**config.mk**
```make
export PLATFORM = sky130hd
export DESIGN_NAME = mc14433_bcd_rx
export DESIGN_NICKNAME = d
export VERILOG_FILES = /design/src/rtl/mc14433_bcd_rx.sv
export SDC_FILE = /design/constraint.sdc
export NUM_CORES = 1
export LEC_CHECK = 0
export ABC_AREA = 1
export CORE_MARGIN = 1.5
export CORE_UTILIZATION = 32
export CTS_CLUSTER_SIZE = 24
export DETAILED_ROUTE_END_ITERATION = 16
export SETUP_SLACK_MARGIN = 0.1
export SLEW_MARGIN = 20
export SYNTH_ARGS = -nofsm -noshare
export SYNTH_HDL_FRONTEND = slang
export SYNTH_SLANG_ARGS = --single-unit
```
**constraint.sdc**
```tcl
create_clock -name CP15 -period 6.5 [get_ports CP15]
set_input_delay 1.3 -clock CP15 [delete_from_list [all_inputs] [get_ports CP15]]
set_output_delay 1.3 -clock CP15 [all_outputs]
set_load 0.01 [all_outputs]
```
**src/rtl/mc14433_bcd_rx.sv**
```systemverilog
// mc14433_bcd_rx
//   Receives the multiplexed BCD output of an MC14433 3.5-digit ADC. It
//   reassembles one conversion frame and publishes it as latched BCD plus an
//   11-bit binary magnitude.
// Ports
//   CP15            clock, rising edge
//   R               synchronous reset, active low
//   DS1..DS4        digit strobes (DS1 = MSD/flags, DS4 = units)
//   Q[3:0]          multiplexed data, valid while its strobe is high
//   MSD,D2,D3,D4    latched half digit and BCD digits
//   POL,OVR,UNR     polarity (1 = positive), overrange, underrange
//   BIN[10:0]       MSD*1000 + D2*100 + D3*10 + D4
//   VALID           one-cycle pulse when the outputs update
//   FERR            one-cycle pulse on a malformed or timed-out frame
module mc14433_bcd_rx #(
  parameter int SYNC_STAGES = 2,
  parameter int TMO         = 4096
) (
  input  logic        CP15,
  input  logic        R,
  input  logic        DS1,
  input  logic        DS2,
  input  logic        DS3,
  input  logic        DS4,
  input  logic [3:0]  Q,
  output logic        MSD,
  output logic [3:0]  D2,
  output logic [3:0]  D3,
  output logic [3:0]  D4,
  output logic        POL,
  output logic        OVR,
  output logic        UNR,
  output logic [10:0] BIN,
  output logic        VALID,
  output logic        FERR
);

  localparam int CW = (TMO > 2) ? $clog2(TMO) : 1;
  // The counter is compared one short of TMO-1: the error is flagged on the
  // edge at which the count would reach TMO-1.
  localparam logic [CW-1:0] TLIM = CW'(TMO - 2);

  typedef enum logic [1:0] {IDLE, WAIT2, WAIT3, WAIT4} state_t;

  state_t                        state;
  logic [SYNC_STAGES-1:0][3:0]   ds_sync, q_sync;
  logic [3:0]                    ds_prev;
  logic [CW-1:0]                 cnt;
  logic                          sh_msd, sh_pol, sh_ovr, sh_unr;
  logic [3:0]                    sh_d2, sh_d3;

  logic [3:0]  ds_s, q_s, edges, exp_edge;
  logic        multi;
  logic [10:0] bin_next;

  assign ds_s  = ds_sync[SYNC_STAGES-1];
  assign q_s   = q_sync[SYNC_STAGES-1];
  assign edges = ds_s & ~ds_prev;
  // More than one bit set: clearing the lowest set bit leaves something.
  assign multi = (edges & (edges - 4'd1)) != 4'd0;

  // Incoming D4 is added directly so BIN lands with the BCD outputs.
  assign bin_next = (sh_msd ? 11'd1000 : 11'd0) + 11'(sh_d2) * 11'd100
                  + 11'(sh_d3) * 11'd10 + 11'(q_s);

  always_comb begin
    exp_edge = 4'b0000;
    case (state)
      WAIT2:   exp_edge = 4'b0010;
      WAIT3:   exp_edge = 4'b0100;
      WAIT4:   exp_edge = 4'b1000;
      default: exp_edge = 4'b0000;
    endcase
  end

  always_ff @(posedge CP15) begin
    if (!R) begin
      state   <= IDLE;
      ds_sync <= '0;
      q_sync  <= '0;
      ds_prev <= '0;
      cnt     <= '0;
      sh_msd  <= 1'b0;
      sh_pol  <= 1'b0;
      sh_ovr  <= 1'b0;
      sh_unr  <= 1'b0;
      sh_d2   <= '0;
      sh_d3   <= '0;
      MSD     <= 1'b0;
      D2      <= '0;
      D3      <= '0;
      D4      <= '0;
      POL     <= 1'b0;
      OVR     <= 1'b0;
      UNR     <= 1'b0;
      BIN     <= '0;
      VALID   <= 1'b0;
      FERR    <= 1'b0;
    end else begin
      for (int i = SYNC_STAGES - 1; i > 0; i--) begin
        ds_sync[i] <= ds_sync[i-1];
        q_sync[i]  <= q_sync[i-1];
      end
      ds_sync[0] <= {DS4, DS3, DS2, DS1};
      q_sync[0]  <= Q;
      ds_prev    <= ds_s;
      VALID      <= 1'b0;
      FERR       <= 1'b0;

      if (multi && (state != IDLE || edges[0])) begin
        FERR  <= 1'b1;
        state <= IDLE;
        cnt   <= '0;
      end else if (edges[0]) begin
        // DS1 always (re)starts a frame; mid-frame it also aborts the old one.
        if (state != IDLE) FERR <= 1'b1;
        sh_msd <= ~q_s[3];
        sh_pol <= q_s[2];
        sh_ovr <= q_s[0] & ~q_s[3];
        sh_unr <= q_s[0] & q_s[3];
        state  <= WAIT2;
        cnt    <= '0;
      end else if (state == IDLE) begin
        // Stray DS2..DS4 edges while idle: joined mid-frame, wait for DS1.
        cnt <= '0;
      end else if (edges != 4'd0) begin
        cnt <= '0;
        if (edges != exp_edge || q_s > 4'd9) begin
          FERR  <= 1'b1;
          state <= IDLE;
        end else begin
          case (state)
            WAIT2: begin
              sh_d2 <= q_s;
              state <= WAIT3;
            end
            WAIT3: begin
              sh_d3 <= q_s;
              state <= WAIT4;
            end
            default: begin
              MSD   <= sh_msd;
              D2    <= sh_d2;
              D3    <= sh_d3;
              D4    <= q_s;
              POL   <= sh_pol;
              OVR   <= sh_ovr;
              UNR   <= sh_unr;
              BIN   <= bin_next;
              VALID <= 1'b1;
              state <= IDLE;
            end
          endcase
        end
      end else if (cnt == TLIM) begin
        FERR  <= 1'b1;
        state <= IDLE;
        cnt   <= '0;
      end else begin
        cnt <= cnt + 1'b1;
      end
    end
  end

endmodule

```
==> impl_metrics.prom <==
# TYPE chip_impl_metric gauge
chip_impl_info{name="timing.critical_path.max_delay_family",value="adder cells"} 1
chip_impl_metric{name="worst-endpoint-arrival",unit="ps"} 3590
chip_impl_metric{name="total_leakage_power",unit="nW"} 2.426
chip_impl_metric{name="placeableCoreArea",unit="sq mm"} 0.01262
chip_impl_metric{name="std_cell_rows",unit=""} 41
chip_impl_metric{name="hold_ws",unit="ps"} 410.7
chip_impl_metric{name="timing.slew.headroom",unit=""} 0.3190
chip_impl_metric{name="crit_path_max_fanout",unit=""} 5
chip_impl_metric{name="cts_buffers",unit=""} 9
chip_impl_metric{name="final_min_period_over_clock_period",unit=""} 0.5171
chip_impl_info{name="worst-setup-path-type",value="register to register"} 1
chip_impl_metric{name="netlist.area_leader.share",unit=""} 0.3581
chip_impl_metric{name="synthesis.area",unit="sq mm"} 0.004136
chip_impl_metric{name="hold_viol_final",unit=""} 0
chip_impl_metric{name="hold_bufs_at_cts",unit=""} 0
chip_impl_metric{name="worst_ep_required_time",unit="ps"} 6730
chip_impl_metric{name="antenna_found_initial",unit=""} 0
chip_impl_info{name="result_of_the_run",value="finished, final reports clean"} 1
chip_impl_metric{name="grt_pass1_wl",unit="um"} 14190
chip_impl_info{name="synth_top_cells_by_area",value="dfxtp_1, ha_1, nand2_1"} 1
chip_impl_metric{name="antenna_cells",unit=""} 0
chip_impl_metric{name="die_width",unit="um"} 116.7
chip_impl_metric{name="routed_via_density",unit=""} 4.373
chip_impl_metric{name="numPortBuffers",unit=""} 38
chip_impl_metric{name="post_route_drc",unit=""} 0
chip_impl_metric{name="cts.htree.levels",unit=""} 3
chip_impl_info{name="clock-root-buffer",value="clkbuf_16"} 1
chip_impl_info{name="timing.critical_path.cells",value="ha_1, ha_1, fa_1, xor2_1, fa_1, ha_1, ha_1, nand2_1, or2_2, nand4_1, nand2_1, nor2_1, nor2_1"} 1
chip_impl_info{name="hold_end",value="q_s[0]"} 1
chip_impl_metric{name="postSynthAreaPerCell",unit="sq um"} 7.632
chip_impl_metric{name="drt_pass1_iterations",unit=""} 4
chip_impl_metric{name="timing.critical_path.buf_inv",unit=""} 0
chip_impl_info{name="library_cell_with_the_highest_instance_count_after_synthesis",value="nand2_1"} 1
chip_impl_info{name="tritoncts",value="built"} 1
chip_impl_metric{name="drt.antenna.violating_nets",unit=""} 0
chip_impl_metric{name="worstMarginPinSlew",unit="ps"} 1022
chip_impl_info{name="reg2reg_from",value="sh_d3[1]"} 1
chip_impl_metric{name="layout_min_cycle_time",unit="ps"} 3361
chip_impl_metric{name="dp_hpwl",unit="um"} 5981
chip_impl_metric{name="post-cts-setup-buffers",unit=""} 0
chip_impl_metric{name="layout.core_utilization",unit=""} 0.3945
chip_impl_metric{name="num-nets-final",unit=""} 635
chip_impl_info{name="min-delay-start",value="q_sync[0]"} 1
chip_impl_info{name="rsz0062_at_grt",value="false"} 1
chip_impl_metric{name="irDropWorstVdd",unit="mV"} 0.1719
chip_impl_metric{name="die_y",unit="um"} 116.7
chip_impl_metric{name="async_reset_ff_frac",unit=""} 0
chip_impl_metric{name="syn-instance-count",unit=""} 542
chip_impl_metric{name="finalClockSkew",unit="ps"} 8.986
chip_impl_metric{name="clock_sink_count",unit=""} 74
chip_impl_metric{name="power.density",unit="mW/mm^2"} 218.2
chip_impl_metric{name="achievable-frequency",unit="MHz"} 297.5
chip_impl_metric{name="grt_start_max_net_pins",unit=""} 60
chip_impl_info{name="critical_path.slowest_cell",value="fa_1"} 1
chip_impl_metric{name="synth_seq_area_share",unit=""} 0.3581
chip_impl_metric{name="synth-warning-count",unit=""} 0
chip_impl_metric{name="number_of_storage_elements_in_the_synthesis_netlist",unit=""} 74
chip_impl_metric{name="synthesis.nets",unit=""} 600
chip_impl_info{name="yosysTopAreaCell",value="dfxtp_1"} 1
chip_impl_metric{name="setup-tns-final",unit="ps"} 0
chip_impl_info{name="synth_commonest_cells",value="nand2_1, inv_1, dfxtp_1, nor2_1, nor2_2"} 1
chip_impl_metric{name="synth_edf_count",unit=""} 0
chip_impl_metric{name="place.gp.congestion",unit=""} 0.8452
chip_impl_metric{name="grt_use_total",unit=""} 0.1328
chip_impl_metric{name="number_of_resized_instances_in_the_post_cts_repair_step",unit=""} 0
chip_impl_metric{name="clkSlewWorstSetupHoldPaths",unit="ps"} 60
chip_impl_info{name="sort_of_element_at_the_end_of_the_critical_path",value="register"} 1
chip_impl_info{name="startpoint_type",value="register"} 1
chip_impl_metric{name="fp.dieArea",unit="sq mm"} 0.01362
chip_impl_metric{name="drt_iter0_drc",unit=""} 106
chip_impl_metric{name="finalSetupViolCount",unit=""} 0
chip_impl_metric{name="ios",unit=""} 39
chip_impl_info{name="rr_endpoint",value="BIN[8]"} 1
chip_impl_metric{name="reg2reg_setup_slack",unit="ps"} 3140
chip_impl_metric{name="clk_latency",unit="ps"} 340
chip_impl_info{name="hp-class",value="register to register"} 1
chip_impl_info{name="critical_path.most_common_cell",value="ha_1"} 1
chip_impl_metric{name="cap_violations",unit=""} 0
chip_impl_metric{name="r2r.worst_path.cells",unit=""} 13
chip_impl_metric{name="syn_to_final_growth",unit="%"} 20.36
chip_impl_metric{name="floorplan.initialDensity",unit=""} 0.3278
chip_impl_metric{name="cts_buffer_depth",unit=""} 2
chip_impl_info{name="synth_top_flop_cell",value="dfxtp_1"} 1
chip_impl_metric{name="hold_depth",unit=""} 2
chip_impl_metric{name="num_vias",unit=""} 3297
chip_impl_metric{name="synth_cell_types",unit=""} 37
chip_impl_metric{name="layout-drive-gt1-share",unit=""} 0.1409
chip_impl_metric{name="fin_max_slew_vios",unit=""} 0
chip_impl_metric{name="via_count_of_the_first_global_routing_pass",unit=""} 3224
chip_impl_metric{name="grt-ovfl-total",unit=""} 0
chip_impl_metric{name="slowest_delay",unit="ps"} 440
chip_impl_metric{name="routed_wire_length_per_instance",unit="um"} 10.45
chip_impl_metric{name="drt_wl_total",unit="um"} 7877
-- per-stage QoR --
stage | power, mW | setup WS (ps) | std cells | cell area (sq um)
6_report | 1.086 | 3139 | 754 | 4979
5_1_grt | 1.135 | 2932 | 754 | 4979
4_1_cts | 1.106 | 3137 | 754 | 4979
3_5_place_dp | 0.5588 | 3149 | 738 | 4651
3_3_place_gp | 0.5575 | 3218 | 738 | 4651
2_1_floorplan | 0.5359 | 3329 | 542 | 4136
-- power breakdown --
group          leakage (nW)  total, mW  internal (mW)  switching [mW]
logic                  1.67     0.0764         0.0301          0.0463
registers             0.601      0.471          0.464         0.00742
clock network         0.155      0.539          0.347           0.192
total                  2.43       1.09          0.841           0.246
-- final cells by class --
type	instances	area, sq um
multi-input cells	365	2241
clock buffers	10	239.0
fillers	1316	7641
clock inverters	6	88.84
inverters	88	330.3
repair buffers	39	382.9
flip-flops and latches	74	1481
well taps	172	215.2
-- logic make-up (layout without fill, tap and decap cells) --
kind of cell	after synthesis	count (layout)	share of synthesized area
compound gates	23	23	0.03206
xor+xnor	13	13	0.02753
fa+ha+maj	48	48	0.1615
buf+inv	103	143	0.1001
flops	74	74	0.3581
simple gates	281	281	0.3206
-- worst min-delay path: stages, from the launching register on --
cell     delay [ps]
dfxtp_1         300
nand2_1          50
inv_1            40
-- flip-flops by register name, indices dropped and copies added, names as in the netlist, 2 cells and up --
name	cells
cnt	12
BIN	10
D2	4
D3	4
D4	4
ds_prev	4
ds_s	4
ds_sync	4
q_s	4
q_sync	4
sh_d2	4
sh_d3	4
state	2
-- cell usage in the layout, fill, tap and decap left out, drive strengths merged, types with 4 or more instances in the layout --
cell / count
a21oi: 15
clkbuf: 10
clkdlybuf4s50: 37
dfxtp: 74
fa: 9
ha: 39
inv: 89
nand2: 129
nand3: 43
nand4: 5
nor2: 93
o21ai: 4
or2: 5
xnor2: 6
xor2: 7
-- how the worst max path moves through the flow --
stage	to	slack (ps)	cells past startpoint	start
6_report	BIN[8]	3140	13	sh_d3[1]
5_1_grt	BIN[7]	2930	14	sh_msd
4_1_cts	BIN[8]	3140	13	sh_d3[1]
3_5_place_dp	BIN[8]	3150	13	sh_d3[1]
3_3_place_gp	BIN[8]	3220	13	sh_d3[1]
2_1_floorplan	BIN[8]	3330	13	sh_d3[1]
-- per-layer routing --
| metal | vias up | part of all wire | track usage |
|---|---|---|---|
| met5 | - | 0 | 0 |
| met4 | 0 | 0.020 | 0.06024 |
| met3 | 10 | 0.038 | 0.03477 |
| met2 | 53 | 0.49 | 0.2250 |
| met1 | 1507 | 0.46 | 0.1579 |
| li1 | 1727 | - | - |
(Power assumes the default switching activity.)
